[config.mk]
export PLATFORM = sky130hd
export DESIGN_NAME = mk14_uart_tx_flat
export DESIGN_NICKNAME = d
export VERILOG_FILES = /design/src/rtl/mk14_uart_pkg.sv /design/src/rtl/mk14_uart_tx_if.sv /design/src/rtl/mk14_sync_fifo.sv /design/src/rtl/mk14_uart_tx.sv /design/src/flat_wrapper.sv
export SDC_FILE = /design/constraint.sdc
export NUM_CORES = 1
export LEC_CHECK = 0
export CAP_MARGIN = 25
export CORE_AREA = 2 2 136 138
export DETAILED_ROUTE_END_ITERATION = 8
export DIE_AREA = 0 0 138 140
export PLACE_DENSITY = 0.61
export SYNTH_ARGS = -nofsm -noshare
export SYNTH_HDL_FRONTEND = slang
export SYNTH_HIERARCHICAL = 1
export SYNTH_SLANG_ARGS = --single-unit
[constraint.sdc]
create_clock -name clk -period 5.85 [get_ports clk]
set_clock_uncertainty 0.2 [all_clocks]
set_input_delay 1.17 -clock clk [delete_from_list [all_inputs] [get_ports clk]]
set_output_delay 1.17 -clock clk [all_outputs]
set_load 0.01 [all_outputs]
[src/rtl/mk14_uart_pkg.sv]
// Shared UART definitions for the MK14 serial link (transmitter and receiver).
// Holds the transmit FSM state type and the baud divisor helper.
package mk14_uart_pkg;

   typedef enum logic [1:0] {
      IDLE,
      START,
      DATA,
      STOP
   } tx_state_t;

   // Truncating divisor; no fractional baud correction anywhere on the link.
   function automatic int clks_per_bit(input int mhz, input int baud);
      return (mhz * 1_000_000) / baud;
   endfunction

endpackage

[src/rtl/mk14_uart_tx_if.sv]
// Byte handshake and status bundle between a byte producer (CPU port or dumper)
// and the MK14 UART transmitter.
interface mk14_uart_tx_if #(
   parameter int COUNT_W = 5
);
   logic [7:0]         i_data;
   logic               i_valid;
   logic               o_ready;
   logic               sout;
   logic               tx_wait;
   logic               o_busy;
   logic [COUNT_W-1:0] o_count;

   modport master (
      output i_data,
      output i_valid,
      input  o_ready,
      input  sout,
      input  tx_wait,
      input  o_busy,
      input  o_count
   );

   modport slave (
      input  i_data,
      input  i_valid,
      output o_ready,
      output sout,
      output tx_wait,
      output o_busy,
      output o_count
   );
endinterface

[src/rtl/mk14_sync_fifo.sv]
// Single-clock first-word-fall-through FIFO with wrap-bit pointers.
// Writes into a full FIFO are dropped even when a read happens on the same edge.
module mk14_sync_fifo #(
   parameter int WIDTH = 8,
   parameter int DEPTH = 16
) (
   input  logic                   clk,
   input  logic                   rst_n,
   input  logic                   wr_en,
   input  logic [WIDTH-1:0]       wr_data,
   input  logic                   rd_en,
   output logic [WIDTH-1:0]       rd_data,
   output logic                   full,
   output logic                   empty,
   output logic [$clog2(DEPTH):0] count
);
   localparam int AW = $clog2(DEPTH);

   logic [WIDTH-1:0] mem_q [DEPTH];
   logic [AW:0]      wr_ptr_q, wr_ptr_d;
   logic [AW:0]      rd_ptr_q, rd_ptr_d;
   logic             do_wr, do_rd;

   assign full    = (wr_ptr_q[AW] != rd_ptr_q[AW]) && (wr_ptr_q[AW-1:0] == rd_ptr_q[AW-1:0]);
   assign empty   = (wr_ptr_q == rd_ptr_q);
   assign count   = wr_ptr_q - rd_ptr_q;
   assign rd_data = mem_q[rd_ptr_q[AW-1:0]];

   always_comb begin
      do_wr    = wr_en && !full;
      do_rd    = rd_en && !empty;
      wr_ptr_d = wr_ptr_q + {{AW{1'b0}}, do_wr};
      rd_ptr_d = rd_ptr_q + {{AW{1'b0}}, do_rd};
   end

   always_ff @(posedge clk or negedge rst_n) begin
      if (!rst_n) begin
         wr_ptr_q <= '0;
         rd_ptr_q <= '0;
      end else begin
         wr_ptr_q <= wr_ptr_d;
         rd_ptr_q <= rd_ptr_d;
      end
   end

   // Storage is not reset; the pointers alone define which entries are live.
   always_ff @(posedge clk) begin
      if (do_wr) begin
         mem_q[wr_ptr_q[AW-1:0]] <= wr_data;
      end
   end

endmodule

[src/rtl/mk14_uart_tx.sv]
// MK14 8N1 serial transmitter: byte FIFO feeding an LSB-first shifter with a
// registered, glitch-free sout and back-to-back frames without idle gaps.
module mk14_uart_tx
   import mk14_uart_pkg::*;
#(
   parameter int CLOCK_FREQ_MHZ = 50,
   parameter int BAUD_RATE      = 115200,
   parameter int FIFO_DEPTH     = 16
) (
   input logic           clk,
   input logic           rst_n,
   mk14_uart_tx_if.slave bus
);
   localparam int CPB    = clks_per_bit(CLOCK_FREQ_MHZ, BAUD_RATE);
   localparam int BAUD_W = (CPB > 1) ? $clog2(CPB) : 1;
   localparam int CNT_W  = $clog2(FIFO_DEPTH) + 1;

   tx_state_t         state_q, state_d;
   logic [BAUD_W-1:0] baud_q, baud_d;
   logic [2:0]        bit_q, bit_d;
   logic [7:0]        shift_q, shift_d;
   logic              sout_q, sout_d;

   logic              pop;
   logic              baud_last;
   logic [7:0]        fifo_data;
   logic              fifo_full, fifo_empty;
   logic [CNT_W-1:0]  fifo_count;

   mk14_sync_fifo #(
      .WIDTH (8),
      .DEPTH (FIFO_DEPTH)
   ) u_fifo (
      .clk     (clk),
      .rst_n   (rst_n),
      .wr_en   (bus.i_valid),
      .wr_data (bus.i_data),
      .rd_en   (pop),
      .rd_data (fifo_data),
      .full    (fifo_full),
      .empty   (fifo_empty),
      .count   (fifo_count)
   );

   assign baud_last   = (baud_q == BAUD_W'(CPB - 1));
   assign bus.o_ready = !fifo_full;
   assign bus.tx_wait = fifo_full;
   assign bus.o_busy  = (state_q != IDLE) || !fifo_empty;
   assign bus.o_count = fifo_count;
   assign bus.sout    = sout_q;

   always_comb begin
      state_d = state_q;
      baud_d  = baud_q;
      bit_d   = bit_q;
      shift_d = shift_q;
      pop     = 1'b0;
      case (state_q)
         IDLE: begin
            if (!fifo_empty) begin
               pop     = 1'b1;
               shift_d = fifo_data;
               baud_d  = '0;
               bit_d   = '0;
               state_d = START;
            end
         end
         START: begin
            if (baud_last) begin
               baud_d  = '0;
               state_d = DATA;
            end else begin
               baud_d = baud_q + BAUD_W'(1);
            end
         end
         DATA: begin
            if (baud_last) begin
               baud_d  = '0;
               shift_d = {1'b0, shift_q[7:1]};
               bit_d   = bit_q + 3'd1;
               if (bit_q == 3'd7) begin
                  state_d = STOP;
               end
            end else begin
               baud_d = baud_q + BAUD_W'(1);
            end
         end
         STOP: begin
            // Chaining straight into START keeps queued frames contiguous.
            if (baud_last) begin
               baud_d = '0;
               bit_d  = '0;
               if (!fifo_empty) begin
                  pop     = 1'b1;
                  shift_d = fifo_data;
                  state_d = START;
               end else begin
                  state_d = IDLE;
               end
            end else begin
               baud_d = baud_q + BAUD_W'(1);
            end
         end
         default: state_d = IDLE;
      endcase

      // sout trails the FSM by one flop so the line never sees a combinational glitch.
      case (state_q)
         START:   sout_d = 1'b0;
         DATA:    sout_d = shift_q[0];
         default: sout_d = 1'b1;
      endcase
   end

   always_ff @(posedge clk or negedge rst_n) begin
      if (!rst_n) begin
         state_q <= IDLE;
         baud_q  <= '0;
         bit_q   <= '0;
         shift_q <= '0;
         sout_q  <= 1'b1;
      end else begin
         state_q <= state_d;
         baud_q  <= baud_d;
         bit_q   <= bit_d;
         shift_q <= shift_d;
         sout_q  <= sout_d;
      end
   end

endmodule

[src/flat_wrapper.sv]
// flat-port wrapper written by rule: the top's interface ports become plain ports
module mk14_uart_tx_flat import mk14_uart_pkg::*;
#(
   parameter int CLOCK_FREQ_MHZ = 50,
   parameter int BAUD_RATE      = 115200,
   parameter int FIFO_DEPTH     = 16
)
  (clk, rst_n, bus_i_data, bus_i_valid, bus_o_ready, bus_sout, bus_tx_wait, bus_o_busy, bus_o_count);
  mk14_uart_tx_if #(.COUNT_W((5))) bus_i ();
  input logic clk;
  input logic rst_n;
  input wire logic [$bits(bus_i.i_data)-1:0] bus_i_data;
  input wire logic [$bits(bus_i.i_valid)-1:0] bus_i_valid;
  output wire logic [$bits(bus_i.o_ready)-1:0] bus_o_ready;
  output wire logic [$bits(bus_i.sout)-1:0] bus_sout;
  output wire logic [$bits(bus_i.tx_wait)-1:0] bus_tx_wait;
  output wire logic [$bits(bus_i.o_busy)-1:0] bus_o_busy;
  output wire logic [$bits(bus_i.o_count)-1:0] bus_o_count;
  assign bus_i.i_data = bus_i_data;
  assign bus_i.i_valid = bus_i_valid;
  assign bus_o_ready = bus_i.o_ready;
  assign bus_sout = bus_i.sout;
  assign bus_tx_wait = bus_i.tx_wait;
  assign bus_o_busy = bus_i.o_busy;
  assign bus_o_count = bus_i.o_count;
  mk14_uart_tx #(.CLOCK_FREQ_MHZ(CLOCK_FREQ_MHZ), .BAUD_RATE(BAUD_RATE), .FIFO_DEPTH(FIFO_DEPTH)) u_core (.clk(clk), .rst_n(rst_n), .bus(bus_i));
endmodule
==> results of run 1 <==
-- report_power, final --
part / internal (W) / switching (W) / leakage [nW] / total [W]
Sequential: 0.00142 / 0.000142 / 1.56 / 0.00156
Combinational: 0.000599 / 0.000686 / 1.03 / 0.00129
Clock: 0.000591 / 0.000459 / 0.263 / 0.00105
Total: 0.00261 / 0.00129 / 2.85 / 0.00390
-- worst max-delay path, delay by kind of cell, from the launching register on --
family        cells  cell delay, ns
simple gates      3            0.79
buf+inv           3            0.74
fa+ha+maj         1            0.35
flops             1            0.99
-- placed cells by master (no fill, tap or decap), types with 12 or more instances in the layout --
master | Yosys | layout
sky130_fd_sc_hd__dfrtp_1 | 32 | 31
sky130_fd_sc_hd__nor2_1 | 21 | 21
sky130_fd_sc_hd__edfxtp_1 | 128 | 128
sky130_fd_sc_hd__inv_1 | 20 | 20
sky130_fd_sc_hd__mux4_1 | 24 | 24
sky130_fd_sc_hd__clkdlybuf4s50_1 | 0 | 19
sky130_fd_sc_hd__o21ai_0 | 15 | 15
sky130_fd_sc_hd__nand2_1 | 12 | 12
sky130_fd_sc_hd__clkbuf_16 | 0 | 17
sky130_fd_sc_hd__ha_1 | 17 | 17
sky130_fd_sc_hd__mux2i_1 | 26 | 26
-- metal layers --
layer  GRT usage [%]  vias to the layer above  routed length (µm)
met3            4.85                       16                 668
met1            20.3                     1933                6440
li1                -                     1725                   -
met2            24.0                       90                6770
met4            4.51                        0                 211
met5               0                        -                   0
-- final cells by class --
cell class | count | area, µm² | area share [%]
well taps | 229 | 287 | 3.59
clock buffers | 18 | 429 | 5.38
clock inverters | 14 | 128 | 1.60
inverters | 20 | 75.1 | 0.941
flip-flops and latches | 161 | 4670 | 58.6
repair buffers | 25 | 235 | 2.95
multi-input cells | 224 | 2150 | 26.9
-- sequential cells by signal, summed over array words and instances, names as in the netlist --
register / cells
u_core/shift_q: 8
u_core/u_fifo/rd_ptr_q: 5
u_core/bit_q: 3
u_core/bus.sout: 1
u_core/baud_q: 9
u_core/u_fifo/wr_ptr_q: 5
u_core/state_q: 2
u_core/u_fifo/mem_q: 128
-- kinds of logic (layout without fill, tap and decap cells) --
group,Yosys count,after routing,synth area share (%)
muxes,52,52,13.0
xor gates and xnor gates,10,10,1.35
AOI/OAI and AO/OA,64,64,6.52
buffers and inverters,38,77,3.25
adders and majority gates,18,18,3.30
DFF,161,161,66.3
and+or+nand+nor,80,80,6.36
-- metrics by stage --
stage	hold WS (ns)	instance area [µm²]	cells
finish	0.319	7970	691
CTS	0.317	7970	691
global route	0.330	7970	691
global placement	0.303	7420	659
detailed placement	0.302	7420	659
floorplan	0.257	7050	423
-- path summary, 6_finish.rpt --
kind,start,to,cells past startpoint
setup / recovery,u_core/u_fifo/rd_ptr_q[1],bus_o_busy,7
hold / removal,u_core/shift_q[0],u_core/bus.sout,2
setup reg to reg,u_core/u_fifo/rd_ptr_q[1],u_core/u_fifo/mem_q[1][2],6
hold reg to reg,u_core/shift_q[0],u_core/bus.sout,2
max in group asynchronous,rst_n,u_core/bus.sout,2
min in group asynchronous,rst_n,u_core/baud_q[3],2
==> impl.org, run 1 <==
** Floorplanning
- From left edge to right edge, the die measures 138 µm.
- Area of the core :: 0.0178 mm²
- Die outline area :: 0.0193 mm²
- Overall die height :: 140 µm
- Effective utilization at floorplan :: 39.6%
- 20 I/O pins were placed.
- Number of standard-cell rows in the floorplan :: 49

** Critical path
- Startpoint-to-endpoint class of the critical path :: reg -> out
- Setup slack of the most critical reg-to-reg path :: 2.42 ns
- Type of element capturing the critical path :: output port
- Of all nets on the critical path, the largest fanout is 21.
- Slowest stage cell, crit path :: sky130_fd_sc_hd__dfrtp_1
- CP Cell Sequence :: inv_1 > ha_1 > nand4_1 > nor2_1 > and2_2 > inv_1 > clkdlybuf4s50_1
- Slowest stage delay, CP :: 0.99 ns
- Critical Path Most Common Cell :: sky130_fd_sc_hd__inv_1
- Crit path required time :: 4.48 ns
- Arrival time at the worst endpoint :: 3.29 ns
- STA classifies the critical path startpoint as a register.

** Timing
- In the final timing run, aggregate negative setup slack is 0 ns.
- Period utilisation layout :: 79.7%
- Setup violations remaining at the end of the flow were counted as 0.
- The final count of hold timing violations was 0.
- Tightest slew margin relative to the limit :: 34.3%
- Highest attainable clock frequency :: 215 MHz
- For the pin with the worst max-slew slack, the measured transition is 0.985 ns.
- Subtracting the final worst setup slack from the clock period gives 4.66 ns.
- Setup repair after global routing left no endpoint under its margin.
- Once routing completed, OpenROAD measured the worst setup slack at 1.19 ns.
- The count of pins over their slew limit came to 0.

** Clock network
- Root Driver :: sky130_fd_sc_hd__clkbuf_16
- Sink count of the clock tree :: 161
- Buffers inserted during clock tree synthesis total 17.
- After clock tree synthesis, the clock-pin slew on the worst setup and hold paths is 0.06 ns.
- Clock latency on the worst-skew pair :: 0.42 ns
- Number of instances resized during post-cts repair :: 0
- Clock tree from TritonCTS :: done
- For this design, the CTS-stage hold fixing added 0 buffers.
- H-tree lvl count :: 4
- In this run the deepest clock path goes through 2 buffers.
- Post-CTS repair timing setup buffer count :: 0

** GRT
- The initial antenna violation count was 0.
- Aggregate global-route resource usage :: 15.2%
- Entering global routing, the biggest net connects 42 pins.
- The number of global-route vias before repair came to 3,784.
- Wire length of the first global-routing pass :: 22,100 µm
- For this run the aggregate overflow at the end of global routing stands at 0.

** Drt
- TritonRoute pass-1 iters :: 5
- Number of remaining DRC errors :: 0
- Dividing the detail-routed via count by the number of cells gives 5.45.
- Initial drt markers :: 357
- After detailed routing, the average wire length per cell comes to 20.4 µm.
- The detailed router placed 3,764 vias in this run.
- Routed wire length :: 14,100 µm
- Number of nets with antenna violations after routing :: 0

** Logic synthesis
- Count of flip-flops with a built-in enable after synthesis :: 128
- Post-synth ARST share :: 20.5%
- Gate count after technology mapping :: 423
- Syn Nets :: 452
- Most used flip-flop cell after synthesis :: sky130_fd_sc_hd__edfxtp_1
- The synthesized netlist contains 60 unique library cells.
- Biggest area contributors in the synthesized netlist :: sky130_fd_sc_hd__edfxtp_1, sky130_fd_sc_hd__dfrtp_1, sky130_fd_sc_hd__mux4_1, sky130_fd_sc_hd__mux2i_1, sky130_fd_sc_hd__ha_1
- Fraction of the yosys area taken by sequential cells :: 66.3%
- After synthesis, the mean cell area works out to 16.7 µm².
- Yosys printed 6 warnings.
- After synthesis the netlist holds a flip-flop and latch count of 161.
- Synth area leader :: sky130_fd_sc_hd__edfxtp_1
- After synthesis the cells add up to 0.00705 mm².
- Area share of the largest cell type after synthesis :: 54.5%
- The commonest cells after synthesis are sky130_fd_sc_hd__edfxtp_1, sky130_fd_sc_hd__dfrtp_1, sky130_fd_sc_hd__mux2i_1.
- Most used standard cell by instance count after synthesis :: sky130_fd_sc_hd__edfxtp_1

** Flow run
- Across the run, the number of max-cap violations was 0.

** Finish
- From synthesis to final layout, the design area changed by 13.1%.
- At the end of the flow the core is filled with cells to 44.8%.
- Share of cells above drive strength 1 :: 10.8%
- Antenna fix cells :: 0
- Fillcell total :: 1,554
- Nets@finish :: 478

** Run status
- The run finished with clean final reports.

** Place
- Pre-CTS worst setup slack :: 1.62 ns
- Post-detailed-placement half-perimeter wirelength :: 9130 µm
- Routability congestion estimate from global placement :: 0.815
- During placement, the flow inserted port buffers numbering 19.

** Pwr
- Worst IR drop on VDD :: 0.285 mV
- Leakage power summed over all cells :: 2.85 nW
- Power density normalized to cell area :: 489 mW/mm²
- Overall power consumption after layout is estimated at 0.00390 W.

** Hold path
- Class of the most critical hold timing path :: reg -> reg
No activity file was read; power rests on OpenSTA's default activity.
==> run 2: changes to the inputs <==
==> constraint.sdc (replaced) <==
create_clock -name clk -period 4.5 [get_ports clk]
set_clock_uncertainty 0.2 [all_clocks]
set_input_delay 0.9 -clock clk [delete_from_list [all_inputs] [get_ports clk]]
set_output_delay 0.9 -clock clk [all_outputs]
set_load 0.01 [all_outputs]
==> run 2 against run 1 <==
Effect of this change:
- sequential cell count unchanged
- routed wire length decreased by 1.0%
- non-clock buffer count increased by 1
- total power increased by 33%
- clock power increased by 42%
- cell area increased by 0.86%
- final cell count increased by 0.14%
- global-route usage about the same
- sequential power increased by 28%
- count of clock-buffer cells in the layout decreased by 1
- sequential share of layout area decreased by 0.50 points
==> impl.org, run 2 (synthesis gave the netlist of run 1 again) <==
** Run status
- Run status :: finished clean (unchanged)

** Finish
- Share of cells above drive strength 1 :: 11.7% (was 10.8%)
- Most common cell after layout, fill and taps aside :: sky130_fd_sc_hd__edfxtp_1 (unchanged)
- Number of cells in the finished layout apart from fillers :: 692 (was 691)
- Fillcell total :: 1,549 (was 1,554)
- Most frequent cells in the layout :: sky130_fd_sc_hd__edfxtp_1, sky130_fd_sc_hd__dfrtp_1, sky130_fd_sc_hd__mux2i_1, sky130_fd_sc_hd__mux4_1, sky130_fd_sc_hd__nor2_1 (unchanged)
- Nets@finish :: 479 (was 478)
- The synthesis-to-finish area growth is 14.1% (was 13.1%).
- The antenna cell count was 0 (unchanged).
- The summed area of non-filler cells in the final layout came to 0.00804 mm² (was 0.00797 mm²).
- The multi-input combinational cell area was 0.00215 mm² (unchanged).
- Sequential Area :: 0.00467 mm² (unchanged)
- Largest register FFs :: 128 (unchanged)

** Pwr
- The proportion of power drawn by flip-flops and latches is 38.3% (was 40.1%).
- Switching part of the total :: 33.0% (about the same)
- The maximum VDD drop is 0.381 mV (was 0.285 mV).
- The leakage power of the design was 2.89 nW (was 2.85 nW).
- The part of the power in combinational logic was 32.9% (was 33.0%).
- The internal power summed over all cells came to 0.00348 W (was 0.00261 W).
- Power consumption :: 0.00519 W (was 0.00390 W)
- Clock share of power :: 28.8% (was 26.9%)
- The power density over the cells came to 646 mW/mm² (was 489 mW/mm²).
- Switching pwr :: 0.00171 W (was 0.00129 W)

** Clock network
- CTS buffer count :: 17 (unchanged)
- The clock latency on the worst-skew pair came to 0.43 ns (was 0.42 ns).
- Number of instances resized during post-cts repair :: 0 (unchanged)
- The CTS clock-pin slew for the worst setup and hold paths was 0.06 ns (about the same).
- Post-CTS repair timing setup buffer count :: 0 (unchanged)
- Number of buffers on the longest clock path :: 2 (unchanged)
- Clock tree from TritonCTS :: done (unchanged)
- H-tree lvl count :: 4 (unchanged)
- The number of buffers added to fix hold violations after cts came to 0 (unchanged).
- Sink count of the clock tree :: 161 (unchanged)
- Root Driver :: sky130_fd_sc_hd__clkbuf_16 (unchanged)

** Timing
- Static timing analysis puts the maximum clock frequency at 237 MHz.
- Slew at the pin with the worst max-slew slack :: 0.823 ns (was 0.985 ns)
- Setup repair after global routing missed its margin: false (unchanged).
- The setup-violating endpoint count in the final report came to 0 (unchanged).
- Total negative slack :: 0 ns (unchanged)
- The count of pins over their slew limit was 0 (unchanged).
- The tightest slew margin relative to the limit came to 44.9% (was 34.3%).
- Post-layout worst setup margin :: 0.274 ns (was 1.19 ns)
- The final count of hold timing violations was 0 (unchanged).
- Post-layout min period :: 4.23 ns
- The final critical path takes up 93.9% of the cycle.

** Place
- The placed wire-length estimate after detailed placement came to 9020 µm (was 9130 µm).
- The final weighted congestion in routability-driven placement came to 0.796 (was 0.815).
- The pre-CTS setup slack was 0.736 ns (was 1.62 ns).
- The cell area reported after detailed placement was 0.00742 mm² (about the same).
- The number of instances in the placed design is 660 (was 659).
- The count of port buffers added during placement was 19 (unchanged).

** Floorplanning
- The initial cell density of the core is 39.6% (unchanged).
- Count of pins on the block boundary :: 20 (unchanged)
- Area of the core :: 0.0178 mm² (unchanged)
- Overall die height :: 140 µm (unchanged)
- Die width :: 138 µm (unchanged)
- Number of standard-cell rows in the floorplan :: 49 (unchanged)
- The die footprint came to 0.0193 mm² (unchanged).

** GRT
- The initial antenna violation count came to 0 (unchanged).
- The total global routing overflow is 0 (unchanged).
- The number of global-route vias before repair came to 3,804 (was 3,784).
- The all-layer global routing usage was 15.2% (about the same).
- The largest net degree at the start of global routing was 42 (unchanged).
- Wire length of the first global-routing pass :: 21,800 µm (was 22,100 µm)

** Critical path
- Slowest stage cell, crit path :: sky130_fd_sc_hd__dfrtp_1 (unchanged)
- CP Cell Sequence: inv_1 > ha_1 > nand4_1 > nor2_1 > and2_2 > inv_1 > clkdlybuf4s50_1 (unchanged).
- The highest net fanout along the worst path was 11 (was 21).
- The nature of the critical path startpoint was a register (unchanged).
- The kind of end point of the critical path is an output port (unchanged).
- Slowest stage delay, CP :: 0.58 ns (was 0.99 ns)
- The cell repeated most along the worst path was sky130_fd_sc_hd__inv_1 (unchanged).
- Arrival time at the worst endpoint :: 3.13 ns (was 3.29 ns)
- Startpoint-to-endpoint class of the critical path :: reg -> out (unchanged)
- The required time of the critical path came to 3.40 ns (was 4.48 ns).

** Drt
- The total number of vias came to 3,701 (was 3,764).
- Number of nets with antenna violations after routing :: 0 (unchanged)
- The final routed wirelength across all metal layers came to 13,900 µm (was 14,100 µm).
- Initial drt markers :: 263 (was 357)
- The detail-routed net length per standard cell is 20.1 µm (was 20.4 µm).
- The number of optimization iterations in the first detailed-route pass was 4 (was 5).
- Per-cell via count in the routed design :: 5.35 (was 5.45)
- The count of unresolved DRC violations after routing is 0 (unchanged).

** Flow run
- The max-cap check violation count was 0 (unchanged).

** Hold path
- The class of the worst hold path was reg -> reg (unchanged).
## run 2: area by class of cell
type	count	share of cell area [%]
clock buffers	17	5.29
clock inverters	15	2.40
inverters	20	0.933
multi-input cells	224	26.7
flip-flops and latches	161	58.1
well taps	229	3.56
repair buffers	26	3.02
## run 2: worst max-delay path, delay by kind of cell (launching register included)
family	cells	cell delay [ns]
buffers and inverters	3	0.88
adders and majority gates	1	0.40
and+or+nand+nor	3	0.85
DFF	1	0.58
## run 2: power groups by stage
stage               Sequential, W  Clock, W  Combinational, W
floorplan                 0.00197         0           0.00125
global placement          0.00200         0           0.00168
detailed placement        0.00202         0           0.00172
CTS                       0.00199   0.00152           0.00173
global route              0.00201   0.00158           0.00187
finish                    0.00199   0.00149           0.00171
## run 2: stage by stage
stage	utilization (%)	hold slack, ns
2_1_floorplan	-	0.257
3_3_place_gp	41.8	0.311
3_5_place_dp	41.8	0.322
6_report	45.2	0.324
4_1_cts	45.2	0.332
5_1_grt	45.2	0.348
## run 2: final timing paths
check                                           from  depth (start not counted)                        end  slack (ns)
setup / recovery           u_core/u_fifo/rd_ptr_q[3]                          7                 bus_o_busy        0.27
hold / removal             u_core/u_fifo/wr_ptr_q[4]                          1  u_core/u_fifo/wr_ptr_q[4]        0.32
setup reg to reg           u_core/u_fifo/rd_ptr_q[3]                          6  u_core/u_fifo/mem_q[2][0]        1.33
hold reg to reg            u_core/u_fifo/wr_ptr_q[4]                          1  u_core/u_fifo/wr_ptr_q[4]        0.32
max in group asynchronous                      rst_n                          2            u_core/bus.sout        3.07
min in group asynchronous                      rst_n                          2           u_core/baud_q[4]        0.68
## run 2: routing by layer
| layer | track usage [%] | wire length [µm] | vias to the layer above |
|---|---|---|---|
| li1 | - | - | 1738 |
| met1 | 19.8 | 6280 | 1867 |
| met2 | 25.0 | 6830 | 84 |
| met3 | 4.14 | 660 | 12 |
| met4 | 4.56 | 163 | 0 |
| met5 | 0 | 0 | - |
==> run 3: changes to the inputs <==
--- a/config.mk
+++ b/config.mk
@@ -6,10 +6,12 @@
 export NUM_CORES = 1
 export LEC_CHECK = 0
 export CAP_MARGIN = 25
-export CORE_AREA = 2 2 136 138
+export CELL_PAD_IN_SITES_DETAIL_PLACEMENT = 1
+export CELL_PAD_IN_SITES_GLOBAL_PLACEMENT = 1
+export CORE_AREA = 2 2 129 131
 export DETAILED_ROUTE_END_ITERATION = 8
-export DIE_AREA = 0 0 138 140
-export PLACE_DENSITY = 0.61
+export DIE_AREA = 0 0 131 133
+export PLACE_DENSITY = 0.74
 export SYNTH_ARGS = -nofsm -noshare
 export SYNTH_HDL_FRONTEND = slang
 export SYNTH_HIERARCHICAL = 1
==> run 3 against run 2 <==
Effect of this change:
- sequential power barely moved
- register-to-register slack barely moved
- core utilization rose by 3.8 points
- non-clock buffer count did not move
- combinational power barely moved
- critical endpoint unchanged
- total power fell by 4.3%
- largest power group unchanged
- count of clock-buffer cells in the layout rose by 2
- global-route usage rose by 2.6 points
- routed wire length rose by 2.2%
==> impl.org, run 3 (synthesis gave the netlist of run 1 again) <==
** Timing
- The transition time at the pin with the least slew margin is 0.933 ns (was 0.823 ns).
- Setup repair after global routing missed its margin :: false (unchanged)
- The setup-violating endpoint count in the final report is 0 (unchanged).
- Highest attainable clock frequency :: 238 MHz (was 237 MHz)
- The share of the cycle needed by the critical path after routing is 93.2% (was 93.9%).
- Count of pins over their slew limit :: 0 (unchanged)
- Total negative slack :: 0 ns (unchanged)
- Tightest slew margin relative to the limit :: 37.6% (was 44.9%)
- Post-layout min period :: 4.20 ns (was 4.23 ns)
- Final hold viol count :: 0 (unchanged)

** Critical path
- Launching point of the worst reg2reg path :: u_core/u_fifo/rd_ptr_q[3] (unchanged)
- Type of element capturing the critical path :: output port (unchanged)
- The arrival time at the worst endpoint was 3.10 ns (was 3.13 ns).
- The nature of the critical path startpoint is a register (unchanged).
- Critical-path maximum fanout :: 11 (unchanged)
- Setup slack of the most critical reg-to-reg path :: 1.34 ns (was 1.33 ns)
- The critical path class is reg -> out (unchanged).
- Crit path required time :: 3.40 ns (about the same)
- Critical path startpoint :: u_core/u_fifo/rd_ptr_q[3] (unchanged)
- Worst reg2reg path endpoint :: u_core/u_fifo/mem_q[0][5] (was u_core/u_fifo/mem_q[2][0])
- The depth of the worst register-to-register path was 6 (unchanged).

** Drt
- The total number of vias came to 3,745 (was 3,701).
- The via-per-instance ratio is 5.49 (was 5.35).
- WL/cell :: 20.9 µm (was 20.1 µm)
- The number of nets with antenna violations after detailed routing was 0 (unchanged).
- The count of unresolved DRC violations after routing came to 0 (unchanged).
- The detailed router's first-iteration violation count came to 233 (was 263).
- Routed wire length :: 14,200 µm (was 13,900 µm)
- The number of optimization iterations in the first detailed-route pass was 4 (unchanged).

** Clock network
- The clock latency on the worst-skew pair came to 0.42 ns (was 0.43 ns).
- CTS buffer count :: 17 (unchanged)
- The TritonCTS clock tree is done (unchanged).
- Clock slew at reported path FFs :: 0.06 ns (about the same)
- The H-tree depth is 4 (unchanged).
- The number of buffers added to fix hold violations after cts was 0 (unchanged).
- The number of setup buffers added after CTS is 0 (unchanged).
- Number of buffers on the longest clock path :: 2 (unchanged)
- Sink count of the clock tree :: 161 (unchanged)
- Root Driver :: sky130_fd_sc_hd__clkbuf_16 (unchanged)
- The post-CTS resize count was 0 (unchanged).

** Pwr
- Sequential fraction of design power :: 40.2% (was 38.3%)
- Worst IR drop on VDD :: 0.308 mV (was 0.381 mV)
- The clock group share of total power was 25.6% (was 28.8%).
- The net switching power of the design was 0.00163 W (was 0.00171 W).
- The leakage power of the design is 2.83 nW (was 2.89 nW).
- Logic pwr share :: 34.1% (was 32.9%)
- Power density normalized to cell area :: 626 mW/mm² (was 646 mW/mm²)
- The sum of internal, switching and leakage power came to 0.00497 W (was 0.00519 W).
- Switching part of the total :: 32.9% (was 33.0%)
- Total internal power :: 0.00334 W (was 0.00348 W)

** Finish
- Most frequent cells in the layout: sky130_fd_sc_hd__edfxtp_1, sky130_fd_sc_hd__dfrtp_1, sky130_fd_sc_hd__mux2i_1, sky130_fd_sc_hd__mux4_1, sky130_fd_sc_hd__nor2_1 (unchanged).
- Share of cells above drive strength 1 :: 11.0% (was 11.7%)
- Most common cell after layout, fill and taps aside :: sky130_fd_sc_hd__edfxtp_1 (unchanged)
- Fillcell total :: 1,523 (was 1,549)
- Antenna fix cells :: 0 (unchanged)
- The number of flip-flops under the largest register name is 128 (unchanged).
- Layout overhead on the synthesized area :: 12.6% (was 14.1%)
- Nets@finish :: 479 (unchanged)

** Place
- Routability congestion estimate from global placement :: 0.824 (was 0.796)
- The placed wire-length estimate after detailed placement is 9470 µm (was 9020 µm).
- Port buffer count :: 19 (unchanged)

** GRT
- The number of global-route vias before repair came to 4,056 (was 3,804).
- Maximum number of pins on one net before global-route repair :: 42 (unchanged)
- GR Overflow Total :: 0 (unchanged)
- Aggregate global-route resource usage :: 17.7% (was 15.2%)
- Wire length of the first global-routing pass :: 22,500 µm (was 21,800 µm)
- Initial antenna violation count :: 0 (unchanged)

** Floorplanning
- The I/O pin total was 20 (unchanged).
- The width of the die came to 131 µm (was 138 µm).
- The die footprint came to 0.0174 mm² (was 0.0193 mm²).
- The floorplan core area was 0.0162 mm² (was 0.0178 mm²).
- The vertical die dimension is 133 µm (was 140 µm).
- The initial cell density of the core is 43.6% (was 39.6%).
- Number of standard-cell rows in the floorplan :: 47 (was 49)

** Hold path
- The terminating pin of the worst hold path is u_core/u_fifo/wr_ptr_q[4] (unchanged).
- The number of instances on the worst hold path came to 1 (unchanged).
- Startpoint of the worst hold path :: u_core/u_fifo/wr_ptr_q[4] (unchanged)
- The class of the worst hold path was reg -> reg (unchanged).

** Flow run
- Maximum Capacitance Violations :: 0 (unchanged)

** Run status
- Run status :: finished clean (unchanged)
-- run 3: how the worst max path moves through the flow --
stage,to,slack (ns)
after floorplan,bus_o_busy,1.31
after detailed placement,bus_o_busy,0.75
after global routing,bus_o_busy,0.09
after global placement,bus_o_busy,0.84
after CTS,bus_o_busy,0.27
final,bus_o_busy,0.30
-- run 3: metal layers --
layer / up-vias / track usage (%) / routed length [µm]
li1: 1730 / - / -
met1: 1941 / 22.4 / 6180
met2: 58 / 30.5 / 7520
met3: 16 / 2.91 / 310
met4: 0 / 6.86 / 231
met5: - / 0 / 0
-- run 3: power groups by stage --
stage | Clock, W | Sequential, W | Combinational (W)
floorplan | 0 | 0.00197 | 0.00125
global placement | 0 | 0.00201 | 0.00165
detailed placement | 0 | 0.00203 | 0.00171
CTS | 0.00130 | 0.00200 | 0.00172
global route | 0.00135 | 0.00203 | 0.00188
finish | 0.00127 | 0.00200 | 0.00170
-- run 3: cell type report --
cell class                 count  area (µm²)  area share, %
inverter                      20        75.1          0.946
tap                          220         275           3.47
sequential                   161        4670           58.9
timing repair buffer          26         243           3.06
multi-input combinational    224        2150           27.1
clock buffer                  19         433           5.46
clock inverter                12        86.3           1.09
-- run 3: through the flow --
step / std cells / utilization (%) / cell area [µm²] / hold slack (ns) / worst slack, ns
floorplan: 423 / - / 7050 / 0.257 / 1.31
global placement: 651 / 45.8 / 7410 / 0.293 / 0.845
detailed placement: 651 / 45.8 / 7410 / 0.317 / 0.749
CTS: 682 / 49.1 / 7930 / 0.326 / 0.273
global route: 682 / 49.1 / 7930 / 0.347 / 0.0908
finish: 682 / 49.1 / 7930 / 0.318 / 0.304
-- run 3: worst max-delay path: stages (launching register included) --
cell and delay (ns):
sky130_fd_sc_hd__dfrtp_1 0.56, sky130_fd_sc_hd__inv_1 0.24, sky130_fd_sc_hd__ha_1 0.41, sky130_fd_sc_hd__nand4_1 0.18, sky130_fd_sc_hd__nor2_1 0.32, sky130_fd_sc_hd__and2_2 0.33
sky130_fd_sc_hd__inv_1 0.13, sky130_fd_sc_hd__clkdlybuf4s50_1 0.50
